<file path="config.mk">
export PLATFORM = sky130hd
export DESIGN_NAME = vx_barrier_ctrl
export DESIGN_NICKNAME = d
export VERILOG_FILES = /design/src/rtl/vx_barrier_ctrl.sv
export SDC_FILE = /design/constraint.sdc
export NUM_CORES = 1
export LEC_CHECK = 0
export ABC_AREA = 1
export CORE_ASPECT_RATIO = 0.7
export CORE_MARGIN = 3
export CORE_UTILIZATION = 44
export DETAILED_ROUTE_END_ITERATION = 12
export DONT_BUFFER_PORTS = 1
export GPL_ROUTABILITY_DRIVEN = 0
export GPL_TIMING_DRIVEN = 0
export PLACE_DENSITY = 0.67
export SLEW_MARGIN = 15
export SYNTH_ARGS = -nofsm -noshare
export SYNTH_HDL_FRONTEND = slang
export SYNTH_SLANG_ARGS = --single-unit
</file>
<file path="constraint.sdc">
create_clock -name clk -period 2.55 [get_ports clk]
set_input_delay 0.6375 -clock clk [delete_from_list [all_inputs] [get_ports clk]]
set_output_delay 0.6375 -clock clk [all_outputs]
set_load 0.005 [all_outputs]
</file>
<file path="src/rtl/vx_barrier_ctrl.sv">
// vx_barrier_ctrl: per-core barrier scheduler.
// Counts warp arrivals per barrier slot and parks the waiting warps. When the
// last participant arrives, it emits one registered release event that
// carries the mask of warps to resume. The release buffer holds one entry.
module vx_barrier_ctrl #(
  parameter int NUM_WARPS    = 4,
  parameter int NUM_BARRIERS = 4,
  parameter int NW_BITS      = $clog2(NUM_WARPS),
  parameter int NB_BITS      = (NUM_BARRIERS > 1) ? $clog2(NUM_BARRIERS) : 1
) (
  input  logic                 clk,
  input  logic                 reset,
  input  logic                 bar_valid,
  output logic                 bar_ready,
  input  logic [NW_BITS-1:0]   bar_wid,
  input  logic [NB_BITS-1:0]   bar_id,
  input  logic [NW_BITS-1:0]   bar_size_m1,
  input  logic                 flush,
  output logic                 rel_valid,
  input  logic                 rel_ready,
  output logic [NB_BITS-1:0]   rel_id,
  output logic [NUM_WARPS-1:0] rel_wmask,
  output logic [NUM_WARPS-1:0] stalled_wmask,
  output logic                 err
);

  // Slot arrays are sized to the full id space. Ids that do not map to a
  // real barrier are rejected, so any extra slot stays idle.
  localparam int NB_SLOTS = 1 << NB_BITS;

  // Per-slot state
  logic [NB_SLOTS-1:0]                r_active;
  logic [NB_SLOTS-1:0][NW_BITS-1:0]   r_size;
  logic [NB_SLOTS-1:0][NW_BITS-1:0]   r_cnt;
  logic [NB_SLOTS-1:0][NUM_WARPS-1:0] r_wmask;

  // Single-entry release buffer and sticky error flag
  logic                 r_rel_valid;
  logic [NB_BITS-1:0]   r_rel_id;
  logic [NUM_WARPS-1:0] r_rel_wmask;
  logic                 r_err;

  // Decode of the current request
  logic                 w_bar_ready;
  logic                 w_take;
  logic                 w_bid_ok;
  logic                 w_slot_active;
  logic [NW_BITS-1:0]   w_slot_size;
  logic [NW_BITS-1:0]   w_slot_cnt;
  logic [NUM_WARPS-1:0] w_slot_wmask;
  logic [NUM_WARPS-1:0] w_wbit;
  logic [NW_BITS-1:0]   w_eff_size;
  logic                 w_dup;
  logic                 w_size_mis;
  logic                 w_other;
  logic                 w_last;
  logic                 w_upd;
  logic                 w_proto_err;
  logic [NUM_WARPS-1:0] w_stalled;

  // The scheduler may take a new arrival when the release buffer is empty
  // or is being drained in this same cycle.
  assign w_bar_ready = !r_rel_valid || rel_ready;

  // Any warp parked on an active slot is stalled.
  always_comb begin
    w_stalled = '0;
    for (int i = 0; i < NB_SLOTS; i++) begin
      w_stalled = w_stalled | (r_active[i] ? r_wmask[i] : '0);
    end
  end

  // Classify the arriving request against the addressed slot.
  always_comb begin
    w_take        = bar_valid && w_bar_ready && !flush;
    w_bid_ok      = ({1'b0, bar_id} < (NB_BITS + 1)'(NUM_BARRIERS));
    w_slot_active = r_active[bar_id];
    w_slot_size   = r_size[bar_id];
    w_slot_cnt    = r_cnt[bar_id];
    w_slot_wmask  = r_wmask[bar_id];
    w_wbit        = NUM_WARPS'(1'b1) << bar_wid;
    // The size latched by the first arrival wins over later requests.
    w_eff_size    = w_slot_active ? w_slot_size : bar_size_m1;
    w_dup         = |(w_slot_wmask & w_wbit);
    w_size_mis    = w_slot_active && (bar_size_m1 != w_slot_size);
    // The warp is already parked on a different barrier.
    w_other       = |(w_stalled & w_wbit & ~w_slot_wmask);
    w_last        = !w_dup && (w_slot_cnt == w_eff_size);
    w_upd         = w_take && w_bid_ok && !w_dup;
    w_proto_err   = w_take && (!w_bid_ok || w_dup || w_size_mis || w_other);
  end

  // Slot bookkeeping: record arrivals, clear a slot when it completes or on flush.
  always_ff @(posedge clk) begin
    if (!reset) begin
      r_active <= '0;
      r_size   <= '0;
      r_cnt    <= '0;
      r_wmask  <= '0;
    end else if (flush) begin
      r_active <= '0;
      r_size   <= '0;
      r_cnt    <= '0;
      r_wmask  <= '0;
    end else if (w_upd) begin
      if (w_last) begin
        r_active[bar_id] <= 1'b0;
        r_size[bar_id]   <= '0;
        r_cnt[bar_id]    <= '0;
        r_wmask[bar_id]  <= '0;
      end else begin
        r_active[bar_id] <= 1'b1;
        r_size[bar_id]   <= w_eff_size;
        r_cnt[bar_id]    <= w_slot_cnt + NW_BITS'(1'b1);
        r_wmask[bar_id]  <= w_slot_wmask | w_wbit;
      end
    end else begin
      r_active <= r_active;
    end
  end

  // Release buffer: load on a completing arrival, drop after the handshake.
  always_ff @(posedge clk) begin
    if (!reset) begin
      r_rel_valid <= 1'b0;
      r_rel_id    <= '0;
      r_rel_wmask <= '0;
    end else if (w_upd && w_last) begin
      r_rel_valid <= 1'b1;
      r_rel_id    <= bar_id;
      r_rel_wmask <= w_slot_wmask | w_wbit;
    end else if (rel_ready) begin
      r_rel_valid <= 1'b0;
    end else begin
      r_rel_valid <= r_rel_valid;
    end
  end

  // Sticky protocol-error flag, cleared only by reset.
  always_ff @(posedge clk) begin
    if (!reset) begin
      r_err <= 1'b0;
    end else if (w_proto_err) begin
      r_err <= 1'b1;
    end else begin
      r_err <= r_err;
    end
  end

  assign bar_ready     = w_bar_ready;
  assign rel_valid     = r_rel_valid;
  assign rel_id        = r_rel_id;
  assign rel_wmask     = r_rel_wmask;
  assign stalled_wmask = w_stalled;
  assign err           = r_err;

endmodule

</file>
==> results_dict.tcl, run 1 <==
set metrics [dict create \
    outcome "complete, no violations" \
    drt-total-wl_mm 9.97 \
    die_y_um 76.0 \
    clk_pin_slew_worst_paths_ns 0.09 \
    holdWs_ns 0.464 \
    peakVddDrop_mv 0.240 \
    gr-total-overflow 0 \
    final_antenna_net_count 0 \
    yosysMostFrequentCell "nand2_1" \
    rsz0062_at_grt "false" \
    grt_usage_pct 24.4 \
    sequentialPowerShare_pct 45.7 \
    core_um2 6490 \
    arrival_ns 2.63 \
    antenna_cells 0 \
    fin_total_pwr_mw 1.59 \
    pwr-share-comb_pct 20.2 \
    synthMuxAreaShare_pct 0 \
    vias 3540 \
    yosys_register_bits 44 \
    met1_usage_pct 36.4 \
    postLayoutCoreUtil_pct 51.2 \
    synth_commonest_cells "nand2_1, nor2_1, dfxtp_1" \
    ys_warn_count 0 \
    synthSimpleGateAreaFrac_pct 55.2 \
    max-slew-margin-rel_pct 55.5 \
    p_int_mw 1.09 \
    fmax_mhz 418 \
    final_hold_viol_count 0 \
    ctsResizeCount 0 \
    crit_type "in -> reg" \
    switching_share_pct 31.4 \
    start_util_pct 47.5 \
    nNetsFinal 567 \
    ys_async_sr_fraction_pct 0 \
    die_x_um 106 \
    synth_top_family_by_area "simple AND/OR/NAND/NOR gates" \
    p_switching_mw 0.499 \
    portBuffers 0 \
    syn_area_um2 3080 \
    top_usage_layer "met1" \
    fillers 721 \
    hpwl_mm 7.42 \
    ios 24 \
    drc 0 \
    cap_violations 0 \
    row_count 24 \
    cp-end-kind "flop" \
    synth_ff_type "dfxtp_1" \
    fin_crit_sh_pct 93.9 \
    first_global_vias 3014 \
    cts_tree "done" \
    worst_ep_required_time_ns 2.79 \
    cp_max_fo 10 \
    synth_top_area_share_pct 29.7 \
    postSynthCellCount 549 \
    syn-num-nets 560 \
    cts_buffer_depth 2 \
    cts.sinks 44 \
    multi_input_area_um2 1930 \
    clock_latency_ns 0.30 \
    grt_pass1_wl_mm 15.7 \
    start_kind "input pin" \
    routedWlPerCell_um 15.4 \
    met3_usage_pct 6.94 \
    synth_area_leaders "nand2_1, dfxtp_1, nor2_1, nand3_1, inv_1" \
    setup_viol 0 \
    syn_avg_cell_area_um2 5.61 \
    synth_xor_area_share_pct 0.853 \
    syn2layout_area_growth_pct 7.71 \
    synth_compound_area_share_pct 6.01 \
    antenna_found_initial 0 \
    min_path_type "reg -> reg" \
    yosysTopAreaCell "nand2_1" \
    fin_skew_ns 0.00762 \
    seq_area_um2 881 \
    drtPass1Iterations 5 \
    use_met2_pct 33.8 \
    yosysUniqueCellTypes 25 \
    period_needed_ns 2.40 \
    clockPowerShare_pct 34.2 \
    worst_pin_slew_ns 0.668 \
    cts_buffers 5 \
    p_leak_nw 1.48 \
    synth_fa_ha_area_share_pct 0 \
    slew_violations 0 \
    dieArea_um2 8060 \
    synth_edf_count 0 \
    cts_hold_buffers 0 \
    postCtsSetupRepairBufs 0 \
    htree_num_levels 2 \
    power_density_nw_per_um2 480 \
    cts_root_buffer "clkbuf_8" \
    drtIter0Drc 316 \
    ys_seq_area_share_pct 28.6 \
    grt_max_degree 14 \
    viasPerCell 5.46 \
    drive_above_1_share_pct 8.98 \
]
==> placed cells by master, fill, tap and decap left out <==
master	n
a21oi_1	18
buf_2	12
buf_4	1
buf_6	4
bufinv_16	1
clkbuf_1	4
clkbuf_8	5
clkinv_2	1
clkinvlp_4	1
dfxtp_1	44
inv_1	37
inv_2	4
inv_4	1
nand2_1	244
nand2_2	5
nand2_4	3
nand3_1	28
nand3_4	1
nand4_1	20
nand4_4	1
nor2_1	91
nor2_2	4
nor2_4	5
o21ai_0	15
o21bai_1	1
o22ai_1	2
or2_2	1
xor2_1	3
==> kinds of logic (layout without fill, tap and decap cells) <==
| family | Yosys count | count (layout) |
|---|---|---|
| buffers and inverters | 63 | 71 |
| DFF | 44 | 44 |
| and+or+nand+nor | 403 | 403 |
| xor gates and xnor gates | 3 | 3 |
| AOI/OAI and AO/OA | 36 | 36 |
==> cell type report <==
cell class | instances | area share (%)
multi-input combinational | 442 | 58.0
tap | 91 | 3.43
sequential | 44 | 26.5
buffer | 20 | 3.73
clock inverter | 2 | 1.06
clock buffer | 6 | 2.19
inverter | 43 | 5.05
==> stage by stage <==
stage / instances / instance area [um2] / setup WS, ns / TNS, ns
floorplan: 549 / 3080 / 0.393 / 0
global placement: 640 / 3200 / -0.230 / -2.16
detailed placement: 640 / 3200 / -0.244 / -2.73
CTS: 648 / 3300 / 0.0755 / 0
global route: 648 / 3320 / 0.0283 / 0
finish: 648 / 3320 / 0.155 / 0
==> registers in the layout, indices dropped and copies added, names as in the netlist, named ones only <==
signal and cells:
r_wmask 16, rel_wmask 4, rel_valid 1, r_cnt 8, rel_id 2, err 1, r_size 8
==> routing by layer <==
layer | share of wire, % | routed length [um] | up-vias
li1 | - | - | 1720
met1 | 46 | 4550 | 1603
met2 | 39 | 3880 | 193
met3 | 13 | 1330 | 24
met4 | 2.1 | 205 | 0
met5 | 0 | 0 | -
==> power groups by stage <==
stage	logic [mW]	registers (mW)	clock network, mW
after floorplan	0.234	0.736	0
after global placement	0.304	0.742	0
after detailed placement	0.308	0.743	0
after CTS	0.309	0.726	0.561
after global routing	0.353	0.730	0.594
final	0.321	0.727	0.544
==> worst paths after layout <==
kind                                start          to  slack, ns  cells past startpoint
worst min-delay path             r_cnt[2]    r_cnt[2]       0.46                      2
worst min register to register   r_cnt[2]    r_cnt[2]       0.46                      2
worst max-delay path            bar_id[1]  r_wmask[8]       0.15                     14
worst max register to register  rel_valid  r_wmask[8]       0.43                     12
==> critical path, stage by stage <==
cell and delay (ns):
buf_2 0.21, buf_2 0.32, nand2_1 0.09, nand2_1 0.12, nand2_1 0.07, nand2_1 0.11, nor2_4 0.05, nand2_2 0.21
nor2_4 0.11, inv_1 0.24, nand2_2 0.21, nand2_1 0.11, nand2_1 0.05, nor2_1 0.10
Power figures use the tool's default switching activity.
==> run 2: changes to the inputs <==
==> constraint.sdc (replaced) <==
create_clock -name clk -period 2.3 [get_ports clk]
set_input_delay 0.575 -clock clk [delete_from_list [all_inputs] [get_ports clk]]
set_output_delay 0.575 -clock clk [all_outputs]
set_load 0.005 [all_outputs]
==> results_dict.tcl, run 2 (synthesis results as in run 1) <==
set metrics [dict create \
    htree_num_levels 2 \
    fin_tns_setup_ns 0 \
    drtPass1Iterations 5 \
    peakVddDrop_mv 0.271 \
    slew_violations 0 \
    start_kind "input pin" \
    hold_start "reset" \
    setup_viol 0 \
    fin_crit_sh_pct 96.2 \
    critPathSlowestCell "clkbuf_4" \
    crit_family "simple AND/OR/NAND/NOR gates" \
    routedWlPerCell_um 15.3 \
    drt-total-wl_mm 10.0 \
    p_int_mw 1.22 \
    cts_buffers 5 \
    p_leak_nw 1.53 \
    core_um2 6490 \
    outcome "complete, no violations" \
    largest_register_ffs 16 \
    fin_ws_ns 0.0881 \
    path_buf_inv 3 \
    cts.sinks 44 \
    antenna_found_initial 0 \
    clock_latency_ns 0.30 \
    first_global_vias 3014 \
    cts_root_buffer "clkbuf_8" \
    wl_met2_mm 3.99 \
    start_util_pct 47.5 \
    final_common_cell "nand2_1" \
    portBuffers 0 \
    row_count 24 \
    power_density_nw_per_um2 523 \
    crit_path_frequent_cell "nand2_1" \
    max-slew-margin-rel_pct 54.7 \
    p_switching_mw 0.564 \
    fin_area_um2 3410 \
    fmax_mhz 452 \
    cts_hold_buffers 0 \
    drive_above_1_share_pct 11.0 \
    viasPerCell 5.46 \
    antenna_cells 0 \
    dpl_worst_slack_ns -0.431 \
    crit_start "bar_id[1]" \
    ios 24 \
    dieArea_um2 8060 \
    nNetsFinal 575 \
    final_antenna_net_count 0 \
    pwr-share-comb_pct 20.7 \
    dp.cells 640 \
    cts_buffer_depth 2 \
    cp_max_fo 10 \
    sequentialPowerShare_pct 45.2 \
    grt_max_degree 14 \
    worst_pin_slew_ns 0.680 \
    drtIter0Drc 448 \
    hpwl_mm 7.42 \
    cap_violations 0 \
    arrival_ns 2.41 \
    drc 0 \
    worst_path_largest_cell_delay_ns 0.30 \
    worst_ep_required_time_ns 2.50 \
    final_hold_viol_count 0 \
    final_cell_mix "nand2_1, nor2_1, dfxtp_1" \
    min_path_type "in -> reg" \
    clk_pin_slew_worst_paths_ns 0.09 \
    switching_share_pct 31.6 \
    reg_top3 "r_wmask: 16 flops, r_cnt: 8 flops, r_size: 8 flops" \
    clockPowerShare_pct 34.2 \
    placed_area_um2 3200 \
    crit_type "in -> reg" \
    vias 3580 \
    wl_met3_mm 1.26 \
    finalNonFillerCells 656 \
    grt_pass1_wl_mm 15.7 \
    die_x_um 106 \
    gr-total-overflow 0 \
    fin_skew_ns 0.00835 \
    syn2layout_area_growth_pct 10.7 \
    top_register "r_wmask" \
    top_layer_used "met4" \
    cp-end-kind "flop" \
    grt_usage_pct 24.4 \
    period_needed_ns 2.21 \
    die_y_um 76.0 \
    cts_tree "done" \
    path_cells "buf_2, clkbuf_4, nand3_1, nand2_1, nor2_1, nand2_1, nand3_1, nand2_4, nand4_4, buf_6, nand2_4, nand2_1, nand2_1, nor2_1" \
    m1WireLength_mm 4.56 \
]
run 2: timing repair:
| item | 4_1_cts | 5_1_grt |
|---|---|---|
| pin swaps | 0 | 5 |
| buffers inserted | 0 | 8 |
| endpoints found under the setup margin | 4 | 43 |
| hold endpoints to repair | 0 | 0 |
| gates resized for setup | 1 | 14 |
run 2: final timing paths:
kind | slack (ns) | cells after the start | end
worst max-delay path | 0.09 | 14 | r_wmask[12]
worst min-delay path | 0.40 | 2 | rel_wmask[3]
worst max register to register | 0.16 | 14 | r_wmask[12]
worst min register to register | 0.46 | 2 | r_cnt[2]
run 2: through the flow:
step | power, mW | util [%] | hold slack (ns)
3_3_place_gp | 1.16 | 49.3 | 0.437
3_5_place_dp | 1.17 | 49.3 | 0.445
4_1_cts | 1.77 | 50.9 | 0.399
5_1_grt | 1.87 | 52.6 | 0.403
6_report | 1.79 | 52.6 | 0.400
2_1_floorplan | 1.08 | - | 0.428
run 2: cell type report:
cell class              count  area [um2]
plain buffers              20         131
clock buffers               6        72.6
clock inverters             2        35.0
fillers                   715        3080
inverters                  43         171
multi-input cells         442        1940
flip-flops and latches     44         883
well taps                  91         114
repair buffers              8        60.1
run 2: power groups by stage:
stage | registers (mW) | logic [mW] | clock network [mW]
floorplan | 0.815 | 0.260 | 0
global placement | 0.822 | 0.337 | 0
detailed placement | 0.823 | 0.342 | 0
CTS | 0.805 | 0.343 | 0.622
global route | 0.809 | 0.406 | 0.659
finish | 0.806 | 0.369 | 0.610
run 2: per-layer routing:
layer	global-route usage, %	up-vias
met5	0	-
met4	6.86	0
met3	6.94	28
met2	33.8	194
met1	36.4	1619
li1	-	1739
